[config.mk]
export PLATFORM = sky130hd
export DESIGN_NAME = efc_transition_scheduler
export DESIGN_NICKNAME = d
export VERILOG_FILES = /design/src/rtl/efc_transition_scheduler.sv
export SDC_FILE = /design/constraint.sdc
export NUM_CORES = 1
export LEC_CHECK = 0
export ABC_AREA = 1
export BUFFER_PORTS_ARGS = -buffer_cell sky130_fd_sc_hd__buf_2
export CAP_MARGIN = 5
export CORE_MARGIN = 2
export CORE_UTILIZATION = 40
export DETAILED_ROUTE_END_ITERATION = 6
export SYNTH_ARGS = -nofsm -noshare
export SYNTH_HDL_FRONTEND = slang
export SYNTH_SLANG_ARGS = --single-unit
[constraint.sdc]
create_clock -name clk -period 3.7 [get_ports clk]
set_clock_uncertainty 0.05 [all_clocks]
set_input_delay 1.11 -clock clk [delete_from_list [all_inputs] [get_ports clk]]
set_output_delay 1.11 -clock clk [all_outputs]
set_load 0.02 [all_outputs]
[src/rtl/efc_transition_scheduler.sv]
// rtl/efc_transition_scheduler.sv - transition enable, t0/t1 round-robin choice and fire strobes for the three-FSM free-choice net
// Also tracks the hidden FSM2 branch, counts net cycles and raises sticky watchdog/marking flags.
module efc_transition_scheduler #(
  parameter int WDOG_CYCLES = 1024,
  parameter int CNT_W       = 16
) (
  input  logic             clk,
  input  logic             reset,
  input  logic             f1_p0,
  input  logic             f1_p2,
  input  logic             f1_p4,
  input  logic             f1_p6,
  input  logic             f2_p0,
  input  logic             f2_p7,
  input  logic             f3_p1,
  input  logic             f3_p2,
  input  logic             f3_p4,
  input  logic             f3_p6,
  input  logic [6:0]       req_t,
  output logic [6:0]       t_fire,
  output logic [CNT_W-1:0] net_cycle_count,
  output logic             deadlock,
  output logic             err_marking
);

  localparam int WD_W = $clog2(WDOG_CYCLES + 1);
  localparam logic [WD_W-1:0] WD_MAX = WD_W'(WDOG_CYCLES);

  logic            rr_ptr;
  logic            branch;
  logic [WD_W-1:0] wdog_cnt;
  logic [WD_W-1:0] wdog_next;
  logic [6:0]      en;
  logic [6:0]      cand;
  logic [6:0]      fire_d;
  logic            rr_toggle;
  logic            f2_in_mid;
  logic            bad_marking;
  logic            gated;

  function automatic logic one_hot4(input logic [3:0] v);
    return (v != 4'd0) && ((v & (v - 4'd1)) == 4'd0);
  endfunction

  always_comb begin
    f2_in_mid   = ~f2_p0 & ~f2_p7;
    en[0]       = f1_p0 & f2_p0 & f3_p1;
    en[1]       = f1_p0 & f2_p0 & f3_p1;
    en[2]       = f1_p2 & f3_p2;
    en[3]       = f2_in_mid & ~branch;
    en[4]       = f1_p4 & f3_p4;
    en[5]       = f2_in_mid & branch;
    en[6]       = f1_p6 & f2_p7 & f3_p6;
    cand        = req_t & en;
    bad_marking = ~one_hot4({f1_p0, f1_p2, f1_p4, f1_p6}) |
                  ~one_hot4({f3_p1, f3_p2, f3_p4, f3_p6}) |
                  (f2_p0 & f2_p7);
    // Place inputs are stale during a strobe, and a bad marking blocks firing in the same cycle it is flagged.
    gated       = (t_fire != 7'd0) | err_marking | bad_marking;
  end

  always_comb begin
    fire_d    = 7'd0;
    rr_toggle = 1'b0;
    if (!gated) begin
      fire_d[6:2] = cand[6:2];
      if (cand[0] & cand[1]) begin
        if (rr_ptr) fire_d[1] = 1'b1;
        else        fire_d[0] = 1'b1;
        rr_toggle = 1'b1;
      end else begin
        fire_d[1:0] = cand[1:0];
      end
    end
  end

  always_comb begin
    wdog_next = wdog_cnt;
    if ((t_fire != 7'd0) || (fire_d != 7'd0) || (req_t == 7'd0))
      wdog_next = '0;
    else if (wdog_cnt != WD_MAX)
      wdog_next = wdog_cnt + WD_W'(1);
  end

  always_ff @(posedge clk) begin
    if (reset) begin
      t_fire          <= 7'd0;
      rr_ptr          <= 1'b0;
      branch          <= 1'b0;
      wdog_cnt        <= '0;
      net_cycle_count <= '0;
      deadlock        <= 1'b0;
      err_marking     <= 1'b0;
    end else begin
      t_fire          <= fire_d;
      wdog_cnt        <= wdog_next;
      net_cycle_count <= net_cycle_count + CNT_W'(t_fire[6]);
      if (rr_toggle) rr_ptr <= ~rr_ptr;
      // Mirrors the choice FSM2 makes internally so t3/t5 can be told apart while it sits in p3/p5.
      if (fire_d[0])      branch <= 1'b0;
      else if (fire_d[1]) branch <= 1'b1;
      if (wdog_next == WD_MAX) deadlock <= 1'b1;
      if (bad_marking) err_marking <= 1'b1;
    end
  end

endmodule

==> out/results.md, run 1 <==
## Run status
* complete, no violations — result of the run

## Critical path
* nor2_2 — cell at the slowest stage of the critical path
* 290 ps — maximum single-stage delay on the critical path
* register — Critical Path Sink Type
* 3 — buffers plus inverters on the worst setup path
* 2560 ps — arrival time at the worst endpoint
* 8 — Critical Path Fanout Max
* in2reg — category of the most critical setup path
* primary input — type of origin of the critical path
* 3810 ps — data required time of the critical path
* simple AND/OR/NAND/NOR gates — Top Family by Delay on Critical Path
* buf_2, nor2_1, nand2_1, inv_1, nor2_1, nand3_2, clkinv_2, o21ai_1, nand2_1, nor2_2, o41ai_1, nand3_1, a21oi_1 — cells along the critical path

## Floorplan
* 5775 um2 — Die Footprint
* 41.12% — effective utilization at floorplan
* 76.00 um — Die X
* 76.00 um — die height
* 44 — number of top-level pins
* 5042 um2 — floorplan core area
* 26 — Std-Cell Rows

## Timing
* false — unrepaired setup endpoints after global routing
* 0 — Final Hold Viols
* 408.6 MHz — maximum frequency from static timing analysis
* 0 — number of max-slew violations in the final report
* 1252 ps — least setup slack across all paths after layout
* 516.1 ps — actual slew at the worst max-slew pin
* 66.15% — share of the clock period used by the worst path after layout
* 65.60% — worst rel slew slack
* 0 — Finish-stage setup viols
* 2448 ps — time the final worst path needs with I/O delays and setup
* 0 ps — Total Negative Setup Slacks

## Worst hold path
* reg2reg — path type of the worst min-delay path

## Power and ir drop
* 0.0001644 V — peak supply drop
* 1.176 nW — Lkg Pwr
* 366.5 nW/um2 — ratio of total power to cell area

## Place
* 3678 um — post-DP HPWL
* 43 — count of buffers from port buffering
* 920.3 ps — worst slack at placement
* 0.8562 — last weighted congestion value of the routability-driven placer
* 2361 um2 — placed inst area

## Logic synthesis
* 38 — register bit count reported by yosys
* 2073 um2 — synthesized area
* 335 — post-synthesis net count
* 6.645 um2 — Avg Cell Area, Syn
* dfxtp_1 37%, nand2_1 11%, nor2_1 9.6% — top cells by area, synth
* 312 — Cells after Synth
* 33 — Netlist cell types
* dfxtp_1 — leading area contributor after synthesis
* 36.69% — proportion of synthesized chip area in sequential cells
* 0 — Yosys warnings
* 36.69% — portion of synthesized cell area occupied by the leading cell type

## Final layout
* 20.61% — ratio of cells with drive above 1 in the final layout
* 49.55% — share of the core filled with cells
* 20.52% — area growth from synthesis to final layout
* 2499 um2 — total non-filler cell area in the finished layout
* 522 — number of filler instances in the final layout
* 0 — number of diodes added for antenna fixing
* 381 — Final Net Count

## GRT
* 17.28% — GRT Util Overall
* 29 — pin count of the biggest net entering global routing
* 8100 um — wire length of the first global-routing pass
* 0 — total overflow reported by the global router
* 1,865 — via count of the first global-routing pass
* 0 — initial antenna violation count

## Job
* 0 — count of max-cap constraint violations

## Drt
* 4.667 — Via density
* 10.93 um — average wire length per cell after detail routing
* 0 — DRC violations left
* 90 — First DRT Iteration DRCs
* 4 — total iterations of the first detailed-routing run
* 0 — Post-DRT Antenna Nets
* 2,002 — routed via count
* 4690 um — final wirelength

## Clocking
* 2 — number of levels the H-tree was split into
* 0 — number of gates resized after CTS
* yes — TritonCTS clock tree
* 0 — number of buffers inserted for hold repair after clock tree synthesis
* 290 ps — clock latency reported for the late side of the worst-skew pair
* 38 — number of clock sinks seen by CTS
* clkbuf_8 — clock root buffer
* 5 — number of buffers added by the clock tree synthesis step
* 2 — Clock Tree Buf Depth
* 80 ps — CTS clock-pin slew for the worst setup and hold paths
* 0 — Setup Buffers After CTS

[state kept, by name (all words and copies together), names as in the netlist]
signal	count
err_marking	1
net_cycle_count	16
deadlock	1
t_fire	7
branch	1
wdog_cnt	11
rr_ptr	1
[cells in the final DEF, fill, tap and decap left out, types with 2 or more instances in the layout]
master | synthesis | layout
dfxtp_1 | 38 | 38
o21a_1 | 2 | 2
inv_2 | 7 | 7
nor3_2 | 2 | 2
a21oi_1 | 16 | 16
ha_1 | 4 | 4
buf_2 | 0 | 43
o211ai_1 | 3 | 3
nand3_1 | 20 | 20
nor2_2 | 5 | 5
nor3b_1 | 2 | 2
xor2_1 | 4 | 4
inv_1 | 42 | 42
nor2_1 | 53 | 53
o21ai_0 | 6 | 6
clkbuf_8 | 0 | 5
a21oi_2 | 2 | 2
nor4_1 | 3 | 3
nand4_1 | 10 | 10
nand2_2 | 2 | 2
o41ai_1 | 2 | 2
nand2_1 | 62 | 62
o21ai_1 | 2 | 2
nor3_1 | 11 | 11
xnor2_1 | 2 | 2
bufinv_16 | 0 | 2
[path summary, 6_finish.rpt]
check	startpoint	endpoint	slack [ps]	cells past startpoint
worst max-delay path	f1_p0	deadlock	1250	13
worst min-delay path	deadlock	deadlock	400	2
worst max register to register	t_fire[6]	net_cycle_count[14]	1560	12
worst min register to register	deadlock	deadlock	400	2
[worst reg2reg max path, cell delays in order (launching register included)]
cell     delay (ps)
dfxtp_1         370
ha_1            180
ha_1            160
nand2_1          70
nor2_1          180
nand3_1         150
nor2_1          180
nand3_1         140
nor2_1          140
inv_2            50
nor2_1          110
and3_1          170
nor3_1           50
[area by class of cell]
class                      instances  area (um2)  share of cell area, %
timing repair buffer              43       215.2                  8.613
clock inverter                     3       68.82                  2.754
inverter                          50       188.9                  7.561
clock buffer                       5       68.82                  2.754
sequential                        38       760.7                  30.45
multi-input combinational        220        1109                  44.37
tap                               70       87.58                  3.505
[cells in the mapped netlist]
| master | count |
|---|---|
| nand2_1 | 62 |
| nor2_1 | 53 |
| inv_1 | 42 |
| dfxtp_1 | 38 |
| nand3_1 | 20 |
| a21oi_1 | 16 |
| nor3_1 | 11 |
| nand4_1 | 10 |
| inv_2 | 7 |
| o21ai_0 | 6 |
| nor2_2 | 5 |
| ha_1 | 4 |
| xor2_1 | 4 |
| clkbuf_1 | 3 |
| nor4_1 | 3 |
| o211ai_1 | 3 |
| a21oi_2 | 2 |
| nand2_2 | 2 |
| nor3_2 | 2 |
| nor3b_1 | 2 |
| o21a_1 | 2 |
| o21ai_1 | 2 |
| o41ai_1 | 2 |
| xnor2_1 | 2 |
| and3_1 | 1 |
| buf_1 | 1 |
| clkinv_2 | 1 |
| nand2_4 | 1 |
| nand3_2 | 1 |
| nor3_4 | 1 |
| o21ai_2 | 1 |
| o31ai_1 | 1 |
| or2_1 | 1 |
[per-stage QoR]
step	hold slack, ps	cells	total power, mW
detailed placement	392.1	421	0.5040
global placement	395.5	421	0.5037
finish	404.5	429	0.9157
CTS	404.4	429	0.9293
global route	458.3	429	0.9585
floorplan	409.7	312	0.4775
[cells by family (layout without fill, tap and decap cells)]
family                   count (synthesis)  in the layout  synth area share (%)
AO/OA/AOI/OAI                           35             35                 10.08
buffers and inverters                   54            101                 9.837
XOR/XNOR                                 6              6                 2.535
flip-flops                              38             38                 36.69
AND/OR/NAND/NOR                        175            175                 38.44
adder cells (fa/ha/maj)                  4              4                 2.414
[power by group]
group | total, mW | internal [mW] | switching (mW)
clock network | 0.422 | 0.270 | 0.152
registers | 0.418 | 0.413 | 0.00560
logic | 0.0753 | 0.0286 | 0.0467
total | 0.916 | 0.711 | 0.204
[routing by layer]
layer / GRT usage (%) / vias up / share of wire, %
li1: - / 1091 / -
met1: 21.12 / 869 / 49
met2: 30.09 / 40 / 46
met3: 3.673 / 2 / 3.6
met4: 6.182 / 0 / 0.87
met5: 0 / - / 0
(Power assumes the default switching activity.)
==> inputs of run 2 (changes only) <==
Clock period 3.7 ns to 2.35 ns, I/O delays scaled along.
==> run 2 against run 1 <==
Wire length rose by 2.8%. Largest power group is now sequential cells. Utilization rose by 0.12 points. Hold slack got worse by 1.6 ps. Design area rose by 0.25%. Power rose by 47%. Critical path type is now reg2reg. Largest cell class unchanged. Critical path depth fell by 1. Sequential power rose by 58%. Clock power rose by 34%. Die area did not move. Via count rose by 3.8%. Worst setup slack got worse by 990 ps. Sequential cell count did not move.
==> out/results.md, run 2 (synthesis gave the netlist of run 1 again) <==
## Run status
* complete, no violations — result of the run

## Drt
* 4.821 — Via density
* 0 — DRC violations left
* 0 — Post-DRT Antenna Nets
* 4 — total iterations of the first detailed-routing run
* 4823 um — final wirelength
* 11.19 um — average wire length per cell after detail routing
* 2,078 — routed via count
* 103 — First DRT Iteration DRCs

## Timing
* 0 ps — Total Negative Setup Slacks
* 0 — Final Hold Viols
* 74.89% — worst rel slew slack
* 88.99% — share of the clock period used by the worst path after layout
* 376.3 ps — actual slew at the worst max-slew pin
* 2091 ps — time the final worst path needs with I/O delays and setup
* false — unrepaired setup endpoints after global routing
* 0 — number of max-slew violations in the final report
* 0 — Finish-stage setup viols
* 478.2 MHz — maximum frequency from static timing analysis

## Final layout
* 384 — Final Net Count
* 0 — number of diodes added for antenna fixing
* 2505 um2 — total non-filler cell area in the finished layout
* 16 — number of flip-flops under the largest register name
* 21.33% — ratio of cells with drive above 1 in the final layout
* 548 — number of filler instances in the final layout
* net_cycle_count — top register by number of flip-flops
* net_cycle_count (16), wdog_cnt (11), t_fire (7) — registers with the most flip-flops
* nand2_1 — most frequent standard cell in the layout excluding fill and tap cells
* 20.82% — area growth from synthesis to final layout
* 431 — post-layout instance count excluding filler cells
* 62 x nand2_1, 52 x nor2_1, 43 x buf_2 — commonest non-fill, non-tap cells in the layout

## Power and ir drop
* 537.9 nW/um2 — ratio of total power to cell area
* 1.195 nW — Lkg Pwr
* 0.0002350 V — peak supply drop

## Worst hold path
* 2 — number of cells on the worst hold path
* reg2reg — path type of the worst min-delay path

## Place
* 3782 um — post-DP HPWL
* 424 — placed cell count
* 43 — count of buffers from port buffering
* 0.8301 — last weighted congestion value of the routability-driven placer
* 2384 um2 — placed inst area

## Critical path
* register — Critical Path Sink Type
* register — type of origin of the critical path
* 12 — path depth of the worst reg2reg path
* 3 — Critical Path Fanout Max
* 2510 ps — data required time of the critical path
* 2250 ps — arrival time at the worst endpoint
* reg2reg — category of the most critical setup path

## Job
* 0 — count of max-cap constraint violations

## Clocking
* 290 ps — clock latency reported for the late side of the worst-skew pair
* 38 — number of clock sinks seen by CTS
* clkbuf_8 — clock root buffer
* 70 ps — CTS clock-pin slew for the worst setup and hold paths
* 2 — Clock Tree Buf Depth
* 2 — number of levels the H-tree was split into
* 5 — number of buffers added by the clock tree synthesis step
* yes — TritonCTS clock tree

## Floorplan
* 44 — number of top-level pins
* 5042 um2 — floorplan core area
* 5775 um2 — Die Footprint
* 26 — Std-Cell Rows
* 76.00 um — die height
* 41.12% — effective utilization at floorplan
* 76.00 um — Die X

## GRT
* 0 — total overflow reported by the global router
* 0 — initial antenna violation count
* 1,925 — via count of the first global-routing pass
* 28 — pin count of the biggest net entering global routing
* 17.61% — GRT Util Overall
* 8355 um — wire length of the first global-routing pass

## run 2: worst paths after layout
check                           start             endpoint  slack (ps)
setup / recovery            t_fire[6]  net_cycle_count[14]         260
hold / removal    net_cycle_count[15]  net_cycle_count[15]         400
setup reg to reg            t_fire[6]  net_cycle_count[14]         260
hold reg to reg   net_cycle_count[15]  net_cycle_count[15]         400
## run 2: final cells by class
cell class | count | area, um2 | share of cell area [%]
Clock buffer | 6 | 82.58 | 3.297
Clock inverter | 1 | 30.03 | 1.199
Inverter | 50 | 188.9 | 7.542
Multi-Input combinational cell | 220 | 1117 | 44.61
Sequential cell | 38 | 760.7 | 30.37
Tap cell | 70 | 87.58 | 3.497
Timing Repair Buffer | 46 | 237.7 | 9.491
## run 2: metrics by stage
step / hold slack [ps] / setup slack (ps) / power (mW) / util [%]
after floorplan: 409.7 / 317.6 / 0.7517 / -
after global placement: 394.7 / 114.8 / 0.7952 / 47.27
after detailed placement: 394.7 / 110.7 / 0.7959 / 47.27
after CTS: 405.9 / 228.5 / 1.361 / 49.50
after global routing: 445.0 / 0.2112 / 1.412 / 49.68
final: 402.9 / 258.8 / 1.347 / 49.68
## run 2: worst max-delay path, cell delays in order (launching register included)
cell and delay [ps]:
dfxtp_1 370, ha_1 190, ha_1 170, nand2_1 90
nor2_2 130, nand3_1 120, nor2_1 190, nand3_1 140
nor2_1 140, inv_2 60, nor2_1 110, a21oi_1 80
nor3_1 180
## run 2: timing repair
action,4_1_cts,5_1_grt
gates resized for setup,0,2
setup buffers,0,0
setup endpoints to repair,0,2
hold buffers,0,0
## run 2: power by group
group	switching, mW	internal (mW)
Clock	0.227	0.340
Combinational	0.0749	0.0472
Sequential	0.00890	0.650
Total	0.311	1.04
## run 2: per-layer routing
metal	share of wire [%]	track usage, %	wire length, um	vias to the layer above
met5	0	0	0	-
met4	1.3	6.000	64	0
met3	3.4	4.028	165	4
met2	47	30.71	2282	37
met1	48	21.40	2310	942
li1	-	-	-	1095
==> inputs of run 3 (changes only) <==
Settings changed: ABC_CLOCK_PERIOD_IN_PS set to 2350, BUFFER_PORTS_ARGS -buffer_cell sky130_fd_sc_hd__buf_2 to -buffer_cell sky130_fd_sc_hd__clkbuf_2.
==> run 3 against run 2 <==
Utilization down 0.62 points. Sequential cell count unchanged. Hold slack better by 6.6 ps. Global-route usage about the same. Clock power down 17%. Sequential share of layout area up 0.38 points. Maximum frequency up 2.7%. First-iteration DRC count up 19%. Via count down 1.0%. Worst setup slack better by 55 ps. Critical path depth unchanged. Largest power group unchanged.
==> out/results.md, run 3 (synthesis gave the netlist of run 1 again) <==
## Clocking
* clkbuf_8 — clock root buffer
* 5 — number of buffers added by the clock tree synthesis step
* 2 — Clock Tree Buf Depth
* 38 — number of clock sinks seen by CTS
* 0 — number of buffers inserted for hold repair after clock tree synthesis
* 70 ps — CTS clock-pin slew for the worst setup and hold paths
* 2 — number of levels the H-tree was split into
* 290 ps — clock latency reported for the late side of the worst-skew pair
* yes — TritonCTS clock tree
* 0 — Setup Buffers After CTS

## Final layout
* 62 x nand2_1, 52 x nor2_1, 43 x clkbuf_2 — commonest non-fill, non-tap cells in the layout
* 383 — Final Net Count
* 1111 um2 — area of combinational cells with multiple inputs
* 16 — number of flip-flops under the largest register name
* 760.7 um2 — area of all sequential standard cells
* 49.06% — share of the core filled with cells
* net_cycle_count (16), wdog_cnt (11), t_fire (7) — registers with the most flip-flops
* nand2_1 — most frequent standard cell in the layout excluding fill and tap cells
* 21.33% — ratio of cells with drive above 1 in the final layout
* 19.31% — area growth from synthesis to final layout
* 529 — number of filler instances in the final layout
* net_cycle_count — top register by number of flip-flops
* 0 — number of diodes added for antenna fixing

## GRT
* 1,863 — via count of the first global-routing pass
* 0 — initial antenna violation count
* 17.60% — GRT Util Overall
* 0 — total overflow reported by the global router
* 8252 um — wire length of the first global-routing pass
* 16 — pin count of the biggest net entering global routing

## Floorplan
* 5042 um2 — floorplan core area
* 26 — Std-Cell Rows
* 76.00 um — die height
* 41.12% — effective utilization at floorplan
* 5775 um2 — Die Footprint
* 76.00 um — Die X
* 44 — number of top-level pins

## Critical path
* 1 — buffers plus inverters on the worst setup path
* 2200 ps — arrival time at the worst endpoint
* 3 — Critical Path Fanout Max
* simple AND/OR/NAND/NOR gates — Top Family by Delay on Critical Path
* register — Critical Path Sink Type
* ha_1, ha_1, nand2_1, nor2_2, nand3_1, nor2_1, nand3_1, nor2_1, inv_2, nor2_1, a21oi_1, nor3_1 — cells along the critical path
* nor2_1 — most frequent cell on the critical path
* 370 ps — maximum single-stage delay on the critical path
* reg2reg — category of the most critical setup path
* 2510 ps — data required time of the critical path
* register — type of origin of the critical path
* dfxtp_1 — cell at the slowest stage of the critical path

## Place
* 3851 um — post-DP HPWL
* 0.8407 — last weighted congestion value of the routability-driven placer
* 43 — count of buffers from port buffering

## Power and ir drop
* 1.145 nW — Lkg Pwr
* 506.2 nW/um2 — ratio of total power to cell area
* 0.0002260 V — peak supply drop

## Drt
* 0 — DRC violations left
* 4875 um — final wirelength
* 2,057 — routed via count
* 4 — total iterations of the first detailed-routing run
* 123 — First DRT Iteration DRCs
* 0 — Post-DRT Antenna Nets
* 4.773 — Via density
* 11.31 um — average wire length per cell after detail routing

## Timing
* 0 ps — Total Negative Setup Slacks
* 409.5 ps — smallest hold slack
* 73.10% — worst rel slew slack
* 2037 ps — time the final worst path needs with I/O delays and setup
* false — unrepaired setup endpoints after global routing
* 403.0 ps — actual slew at the worst max-slew pin
* 86.67% — share of the clock period used by the worst path after layout
* 0 — number of max-slew violations in the final report
* 491.0 MHz — maximum frequency from static timing analysis
* 0 — Finish-stage setup viols
* 0 — Final Hold Viols

## Run status
* complete, no violations — result of the run

## Job
* 0 — count of max-cap constraint violations

## Worst hold path
* reg2reg — path type of the worst min-delay path

==> run 3: cell count changes in the layout (fill, tap and decap cells not counted) <==
cell and change:
nor3_4 -1, clkinvlp_4 +1, nor3_2 +1, bufinv_16 -1
clkbuf_2 +43, buf_4 -1, buf_2 -43, clkinv_2 +1
==> run 3: worst paths after layout <==
path                            cells past startpoint  slack [ps]                  end           startpoint
worst min register to register                      2         410  net_cycle_count[15]  net_cycle_count[15]
worst min-delay path                                2         410  net_cycle_count[15]  net_cycle_count[15]
worst max-delay path                               12         310  net_cycle_count[14]            t_fire[6]
worst max register to register                     12         310  net_cycle_count[14]            t_fire[6]
==> run 3: layout make-up <==
type	instances	area share (%)
clock buffer	6	3.338
multi-input combinational	220	44.92
clock inverter	2	0.5058
sequential	38	30.75
tap	70	3.541
timing repair buffer	45	9.307
inverter	50	7.638
==> run 3: power by group <==
part	total, mW	switching (mW)	leakage (nW)	internal (mW)
clock	0.470	0.234	0.0472	0.236
combinational	0.124	0.0769	0.791	0.0468
sequential	0.659	0.00876	0.307	0.650
total	1.25	0.319	1.15	0.933
==> run 3: routing by layer <==
| layer | routed length [um] | GRT usage, % | up-vias |
|---|---|---|---|
| li1 | - | - | 1104 |
| met1 | 2265 | 21.76 | 900 |
| met2 | 2364 | 30.00 | 49 |
| met3 | 195 | 4.147 | 4 |
| met4 | 50 | 6.364 | 0 |
| met5 | 0 | 0 | - |
==> run 3: tightest hold or removal path, stage by stage (launching register included) <==
cell,delay [ps]
dfxtp_1,320
inv_1,50
a21oi_1,50
==> run 3: what timing repair did <==
action	CTS	global route
resized for setup	0	1
endpoints found under the hold margin	0	0
setup endpoints to repair	0	1
==> run 3: metrics by stage <==
stage	instances	area, um2	power, mW	setup slack (ps)
floorplan	312	2073	0.7517	317.6
global placement	423	2376	0.7955	73.79
detailed placement	423	2376	0.7960	70.86
CTS	431	2471	1.269	241.0
global route	431	2474	1.327	43.96
finish	431	2474	1.252	313.4
